==> src/rtl/trigger_issue_scheduler_pkg.sv <==
// Shared control definitions for the PE trigger/issue path.
package trigger_issue_scheduler_pkg;

  localparam int TIA_MAX_NUM_INSTRUCTIONS    = 16;
  localparam int TIA_INSTRUCTION_INDEX_WIDTH = $clog2(TIA_MAX_NUM_INSTRUCTIONS);

  typedef enum logic [1:0] {
    SCHED_DISABLED = 2'd0,
    SCHED_RUNNING  = 2'd1,
    SCHED_BUBBLE   = 2'd2,
    SCHED_HALTED   = 2'd3
  } sched_state_e;

endpackage

==> src/rtl/trigger_issue_scheduler_priority_encoder.sv <==
// Lowest-index-wins priority encoder over the full instruction slot vector.
module trigger_resolution_priority_encoder
  import trigger_issue_scheduler_pkg::*;
(
  input  logic [TIA_MAX_NUM_INSTRUCTIONS-1:0]    triggers,
  output logic                                   found,
  output logic [TIA_INSTRUCTION_INDEX_WIDTH-1:0] index
);

  always_comb begin
    found = 1'b0;
    index = '0;
    // Scan downward so the last assignment is the lowest set bit.
    for (int i = TIA_MAX_NUM_INSTRUCTIONS - 1; i >= 0; i--) begin
      if (triggers[i]) begin
        found = 1'b1;
        index = TIA_INSTRUCTION_INDEX_WIDTH'(i);
      end
    end
  end

endmodule

==> src/rtl/trigger_issue_scheduler.sv <==
// Per-PE issue sequencer: resolves triggers, issues under valid/ready,
// inserts hazard bubbles, handles enable/halt and keeps perf counters.
//
// state    | meaning
// DISABLED | PE not enabled; nothing issues
// RUNNING  | winner resolved and issued every cycle issue_ready allows
// BUBBLE   | dead cycles after a hazard instruction; triggers ignored
// HALTED   | halted; only enable=0 leaves
module trigger_issue_scheduler
  import trigger_issue_scheduler_pkg::*;
#(
  parameter int NUM_INSTRUCTIONS = TIA_MAX_NUM_INSTRUCTIONS,
  parameter int HAZARD_BUBBLES   = 1,
  parameter int COUNTER_WIDTH    = 32
) (
  input  logic                                   clock,
  input  logic                                   reset,
  input  logic                                   enable,
  input  logic                                   halt_request,
  input  logic [NUM_INSTRUCTIONS-1:0]            trigger_states,
  input  logic [NUM_INSTRUCTIONS-1:0]            instruction_hazards,
  input  logic                                   issue_ready,
  output logic                                   issue_valid,
  output logic [TIA_INSTRUCTION_INDEX_WIDTH-1:0] issue_index,
  output logic                                   halted,
  output logic [COUNTER_WIDTH-1:0]               issue_count,
  output logic [COUNTER_WIDTH-1:0]               stall_count
);

  localparam logic [1:0] S_DISABLED  = SCHED_DISABLED;
  localparam logic [1:0] S_RUNNING   = SCHED_RUNNING;
  localparam logic [1:0] S_BUBBLE    = SCHED_BUBBLE;
  localparam logic [1:0] S_HALTED    = SCHED_HALTED;
  localparam logic [2:0] BUBBLE_LOAD = 3'(HAZARD_BUBBLES);

  logic [1:0]                               state, state_next;
  logic [2:0]                               bubble_cnt, bubble_cnt_next;
  logic [TIA_MAX_NUM_INSTRUCTIONS-1:0]      triggers_ext, hazards_ext;
  logic                                     winner_found;
  logic [TIA_INSTRUCTION_INDEX_WIDTH-1:0]   winner_index;
  logic                                     issue_fire, stall_hit, running_ok;

  assign triggers_ext = TIA_MAX_NUM_INSTRUCTIONS'(trigger_states);
  assign hazards_ext  = TIA_MAX_NUM_INSTRUCTIONS'(instruction_hazards);

  trigger_resolution_priority_encoder u_prio (
    .triggers (triggers_ext),
    .found    (winner_found),
    .index    (winner_index)
  );

  assign running_ok = (state == S_RUNNING) && enable && !halt_request;
  assign issue_fire = running_ok && winner_found && issue_ready;
  assign stall_hit  = running_ok && winner_found && !issue_ready;

  always_comb begin
    state_next      = state;
    bubble_cnt_next = bubble_cnt;
    case (state)
      S_DISABLED: if (enable) state_next = S_RUNNING;
      S_RUNNING: begin
        if (!enable)                state_next = S_DISABLED;
        else if (halt_request)      state_next = S_HALTED;
        else if (issue_fire && hazards_ext[winner_index] && (BUBBLE_LOAD != 3'd0)) begin
          state_next      = S_BUBBLE;
          bubble_cnt_next = BUBBLE_LOAD;
        end
      end
      S_BUBBLE: begin
        if (!enable)                state_next = S_DISABLED;
        else if (halt_request)      state_next = S_HALTED;
        else if (bubble_cnt <= 3'd1) begin
          state_next      = S_RUNNING;
          bubble_cnt_next = 3'd0;
        end else begin
          bubble_cnt_next = bubble_cnt - 3'd1;
        end
      end
      default:    if (!enable) state_next = S_DISABLED;
    endcase
    // An abandoned bubble must not leak into a later hazard sequence.
    if (state_next != S_BUBBLE) bubble_cnt_next = 3'd0;
  end

  always_ff @(posedge clock or negedge reset) begin
    if (!reset) begin
      state       <= S_DISABLED;
      bubble_cnt  <= 3'd0;
      issue_valid <= 1'b0;
      issue_index <= '0;
      halted      <= 1'b0;
      issue_count <= '0;
      stall_count <= '0;
    end else begin
      state       <= state_next;
      bubble_cnt  <= bubble_cnt_next;
      issue_valid <= issue_fire;
      halted      <= (state_next == S_HALTED);
      if (issue_fire) issue_index <= winner_index;
      if (issue_fire && (issue_count != '1)) issue_count <= issue_count + COUNTER_WIDTH'(1);
      if (stall_hit && (stall_count != '1))  stall_count <= stall_count + COUNTER_WIDTH'(1);
    end
  end

endmodule
==> config.mk <==
export PLATFORM = sky130hd
export DESIGN_NAME = trigger_issue_scheduler
export DESIGN_NICKNAME = d
export VERILOG_FILES = /design/src/rtl/trigger_issue_scheduler_pkg.sv /design/src/rtl/trigger_issue_scheduler_priority_encoder.sv /design/src/rtl/trigger_issue_scheduler.sv
export SDC_FILE = /design/constraint.sdc
export NUM_CORES = 1
export LEC_CHECK = 0
export BUFFER_PORTS_ARGS = -buffer_cell sky130_fd_sc_hd__clkbuf_2
export CAP_MARGIN = 20
export CORE_UTILIZATION = 49
export CTS_BUF_LIST = sky130_fd_sc_hd__clkbuf_8
export DETAILED_ROUTE_END_ITERATION = 7
export GPL_TIMING_DRIVEN = 0
export PLACE_DENSITY = 0.79
export SYNTH_ARGS = -nofsm -noshare
export SYNTH_HDL_FRONTEND = slang
export SYNTH_SLANG_ARGS = --single-unit
==> constraint.sdc <==
create_clock -name clock -period 2.2 [get_ports clock]
set_input_delay 0.22 -clock clock [delete_from_list [all_inputs] [get_ports clock]]
set_output_delay 0.22 -clock clock [all_outputs]
set_load 0.05 [all_outputs]
### Yosys cells after proc, flatten, opt, wreduce, memory -nomap -nowiden

Index checks and enable logic that the tools add are counted.

* bits in registers: 75
* bits in latches: 0
* RAM bits: 0
* ROM bits: 0
* bits of input ports: 37
* output and inout port bits: 70
* word-level logic and storage cells: 87
* memories: 0

* add/subtract/negate cells: 3
* $mul: 0
* divide/modulo/power cells: 0
* magnitude comparators: 2
* equal/unequal tests: 11
* shifts and indexed selects: 0
* multiplexer cells: 51
* bitwise gates (word level): 0
* reductions and logical operators: 13

Operator list (number)
* adder 32 x 1 -> 32 bit, second input constant: 2
* 2-to-1 mux 4 bit: 16
* inequality test 32 bit, second input constant: 2
* 2-to-1 mux 3 bit: 7
* 2-to-1 mux 1 bit: 17
* 2-to-1 mux 2 bit: 8
* logical AND 1 bit: 8
* inequality test 3 x 2 -> 1 bit, second input constant: 2
* inequality test 3 bit, second input constant: 2
* one-hot mux 2 bit (3 select lines): 1
* one-hot mux 3 bit (2 select lines): 1
* AND reduction 6 bit: 1
* less-than comparator 4 x 5 -> 1 bit, second input constant: 1
* binary-select mux 1 bit (select 4 bit): 1
* equality test 2 bit, second input constant: 2
* less-or-equal comparator 3 x 1 -> 1 bit, second input constant: 1
* inequality test 3 x 1 -> 1 bit, second input constant: 1
* nonzero test 3 bit: 1
* subtractor 3 x 1 -> 3 bit, second input constant: 1
* equality test 2 x 1 -> 1 bit, second input constant: 1
* zero test 1 bit: 2
* zero test 2 bit: 1
* inequality test 2 bit, second input constant: 1

### Depth between registers and ports, before layout

* word-level depth: 26
* depth in mapped cells: 10
* mapped depth without buffers: 9

### By module

Synthesis repeated with hierarchy kept, for this count alone.

* cell total of the unflattened synthesis: 386
* area, all modules: 4056.4 um^2

Modules (own cells, without submodules)
* trigger_issue_scheduler: instances 1, cells each 353, area each 3877.5 um^2, sequential area each 1876.8 um^2
* trigger_resolution_priority_encoder: instances 1, cells each 33, area each 178.9 um^2, sequential area each 0.0 um^2

### Least setup slack after synthesis

No wires, ideal clock.

* path kind: reg-to-reg
* start point: reg issue_count[5]
* end point: reg issue_count[11]
* library setup time: 0.145 ns
* data arrival time: 2.572 ns
* required time: 2.055 ns
* path slack: -0.517 ns
* cell stages (with the launch flop): 9
* path buffers: 0
* clock period less this slack: 2.717 ns
* cells stage by stage: dfrtp_1 > nand4_4 > nor4_4 > nand3_2 > or3_4 > o31ai_4 > nor2_2 > and3_1 > xor2_1

* word-level cells in the longest chain between the ends: 2
* elaborated cells on any way between the ends: 3
* classes of those cells: add/sub: 1; eq/ne: 1; reduce/logical: 1

Ends and longest elaborated chain
* start, declared: RTL line trigger_issue_scheduler.sv:26 `output logic [COUNTER_WIDTH-1:0] issue_count,`
* start signal, assigned: RTL line trigger_issue_scheduler.sv:100 `if (issue_fire && (issue_count != '1)) issue_count <= issue_count + COUNTER_WIDTH'(1);`
* parallel branches: the longest is 2 deep, another holds adder 32 x 1 -> 32 bit

Parallel ways; which one is timed is not known.
A chain may end at the register's enable or synchronous reset.

### Worst setup path after layout

* start point: reg issue_count[8]
* end point: reg issue_count[15]

Same word-level chain as after synthesis.

==> run summary <==
The maximum clock frequency is 470 MHz, and the worst relative slew slack is 50.7%. The post-synthesis cell type with the largest combined area is dfrtp_1. The H-tree depth reported by CTS was 3.

The longest clock path from root to sink contains 2 buffers. Latest clock arrival within the worst-skew pair: 350 ps. After detailed routing, the average wire length per cell comes to 14.4 microns. The startpoint type of the worst setup path was a register. The final HPWL from detailed placement was 6150 microns; the count of input and output buffers was 106.

The logs give 0 for the count of antenna-violating nets left after detailed routing and 68.1% for the utilization after layout. Dividing total power by cell area gives a power density of 685 mW/mm^2. The tools report the cell count after synthesis as 362. Count of state elements after synthesis: 75. The total number of yosys warnings was 0. Clock tree synthesis selected as its root buffer the cell clkbuf_8.

For the worst setup path, the data required time is 2460 ps. Setup total negative slack on the finished layout was measured at 0 ps. The number of nets in the synthesized netlist is 402.

From synthesis to final layout, the design area changed by 33.5%. The clock period could shrink to 2130 ps. The standby leakage power is 2.48 nW, and the die area is 0.00799 sq mm. STA puts the critical path data arrival time at 2390 ps.

The tools report the cell area after layout as 0.00499 sq mm. The tools report the total congestion overflow after global routing as 0. The sequential share of the synthesized area is 50.2%. In the final layout, the share of cells above drive strength 1 is 40.8%. The design draws 3.42 mW.

The first detailed-routing pass took 4 iterations. Prior to clock tree synthesis, the placed netlist has a worst setup slack of -366 ps. The tools report the number of design rule violations left after detail routing as 0. TritonCTS built the clock tree. After floorplanning, the core was sized to cover 0.00733 sq mm. Yosys attributes the largest share of cell area to dfrtp_1 50%, xnor2_1 11%, nand3_1 4.0%. The worst clock skew is 10.9 ps. The wire length of the first global-routing pass was 13,400 microns; the largest voltage drop on the vdd net was 0.628 mV.

Including well taps, the total number of placed cells is 568. The total inserted antenna cells was 0; the total length of routed wires was 8700 microns. The synthesized design devotes to its leading area cell type 50.2% of total area.

The tightest hold path in the finished design has a slack of 156 ps. The path class of the tightest hold or removal check is input port to register. The tools report the via count of the first global-routing pass as 2,970. The type of destination of the critical path is a register. For the number of clock buffers inserted by TritonCTS, the log shows 9. The worst-path maximum fanout came out at 10. The tool flagged a number of max-cap violations equal to 0. The slew at the pin closest to its max-slew limit is 733 ps, and the placer's final routability congestion estimate is 0.787. The number of rows in the core area is 31. The logs give 107 for the top-level port count and 538 for the total number of nets in the final design. The register-to-register setup slack is 70 ps, and the count of vias placed by the detailed router is 3,181. The tools report the initial standard-cell utilization of the core as 51.0%.

The first routing iteration left 158 violations. The final count of pins violating max slew came out at 0. The flow ran to the end, and the final reports show no timing, DRC or antenna violations.

The cell area that synthesis handed to floorplanning was 0.00374 sq mm. The tools report the number of antenna violations at the first check in global routing as 0. The die width was 89.4 microns; the total track usage was 22.1%. The vias per cell was 5.28; the share of the clock period used by the worst path after layout was 96.7%. The number of fill cells in the layout came out at 604.

For the count of endpoints failing hold in the final timing report, the log shows 0. The worst setup path is of the register to register kind. Entering global routing, the biggest net connects 44 pins.

After clock tree synthesis, the clock-pin slew on the worst setup and hold paths is 80 ps. The TritonCTS sink count was 75; the count of endpoints failing setup in the final report was 0. Excluding fillers, the count of instances in the completed layout stands at 602. In the post-route analysis, the smallest setup slack over all paths is 71.7 ps. A synthesized cell averages 10.3 sq um. The placement-stage cell area came out at 0.00450 sq mm. In this run, distinct cell masters in the synthesized netlist total 48. From bottom edge to top edge, the die measures 89.4 microns.
-- where the power goes --
part / total (mW) / internal [mW] / switching (mW)
clock: 1.24 / 0.744 / 0.498
sequential: 1.54 / 1.46 / 0.0870
combinational: 0.632 / 0.181 / 0.451
-- layout by cell type, fill, tap and decap left out, drive strengths merged, types with 5 or more instances in the layout --
cell | netlist | routed
a21oi | 11 | 11
nor4 | 7 | 7
and2 | 5 | 5
and3 | 18 | 18
nor3 | 11 | 11
xor2 | 16 | 16
inv | 9 | 12
o21ai | 8 | 8
xnor2 | 46 | 46
buf | 2 | 21
clkbuf | 4 | 118
nor2 | 29 | 29
nand2 | 38 | 38
nand4 | 11 | 11
nand3 | 31 | 31
dfrtp | 75 | 75
-- state kept, by name, summed over array words and instances (netlist names) --
name and cells:
bubble_cnt 3, halted 1, issue_count 32, issue_index 4, issue_valid 1, stall_count 32
state 2
-- what timing repair did --
action,CTS,global route
buffers inserted,7,11
endpoints found under the setup margin,49,45
hold buffers,1,0
endpoints found under the hold margin,32,0
pin swaps,5,6
gates resized for setup,6,18
-- synthesized netlist by cell type (all sizes together) --
master	n
a32o	1
nor2b	4
and3	18
nand3	31
nor2	29
a2bb2oi	1
mux4	1
a211oi	1
o31a	1
a21o	1
nand2b	3
nor4	7
xor2	16
nor3	11
a21oi	11
o211a	1
clkbuf	4
inv	9
o21ai	8
o211ai	1
and4	4
or4	1
o31ai	3
nand4	11
maj3	1
ha	3
nor3b	2
or3	1
a41oi	1
dfrtp	75
o221a	1
mux2i	3
or3b	1
buf	2
mux2	4
a22oi	1
xnor2	46
and2	5
nand2	38
-- worst max-delay path, stage by stage, from the launching register on --
cell	delay, ps
dfrtp_2	420
nand2_4	80
nor4_4	300
nand3_2	130
or3_4	390
o31ai_4	240
nor2_2	90
buf_6	160
nand2_1	100
xnor2_1	120
-- final timing paths --
| kind | from | to | cells past startpoint |
|---|---|---|---|
| max | issue_count[8] | issue_count[15] | 9 |
| min | enable | state[0] | 2 |
| max reg2reg | issue_count[8] | issue_count[15] | 9 |
| min reg2reg | stall_count[12] | stall_count[12] | 1 |
| max in group asynchronous | reset | stall_count[26] | 3 |
| min in group asynchronous | reset | stall_count[0] | 2 |
-- cell type report --
cell class / count / area, sq um / area share [%]
multi-input combinational: 272 / 1970 / 39.4
sequential: 75 / 1900 / 38.1
timing repair buffer: 126 / 698 / 14.0
clock buffer: 9 / 124 / 2.48
tap: 99 / 124 / 2.48
clock inverter: 7 / 110 / 2.21
buffer: 5 / 33.8 / 0.677
inverter: 9 / 33.8 / 0.677
-- layer usage --
| metal | GRT usage [%] | vias up | share of wire [%] |
|---|---|---|---|
| met5 | 0 | - | 0 |
| met1 | 28.5 | 1542 | 44 |
| met4 | 9.09 | 0 | 1.8 |
| met2 | 37.2 | 91 | 49 |
| li1 | - | 1534 | - |
| met3 | 3.51 | 14 | 4.5 |
-- cell families (layout without fill, tap and decap cells) --
| family | after synthesis | in the layout | synth area share (%) |
|---|---|---|---|
| AND/OR/NAND/NOR | 166 | 166 | 23.7 |
| XOR/XNOR | 62 | 62 | 14.5 |
| AO/OA/AOI/OAI | 32 | 32 | 5.96 |
| adder cells (fa/ha/maj) | 4 | 4 | 1.27 |
| multiplexers | 8 | 8 | 2.61 |
| buffers and inverters | 15 | 156 | 1.74 |
| flip-flops | 75 | 75 | 50.2 |
Power figures use the tool's default switching activity.
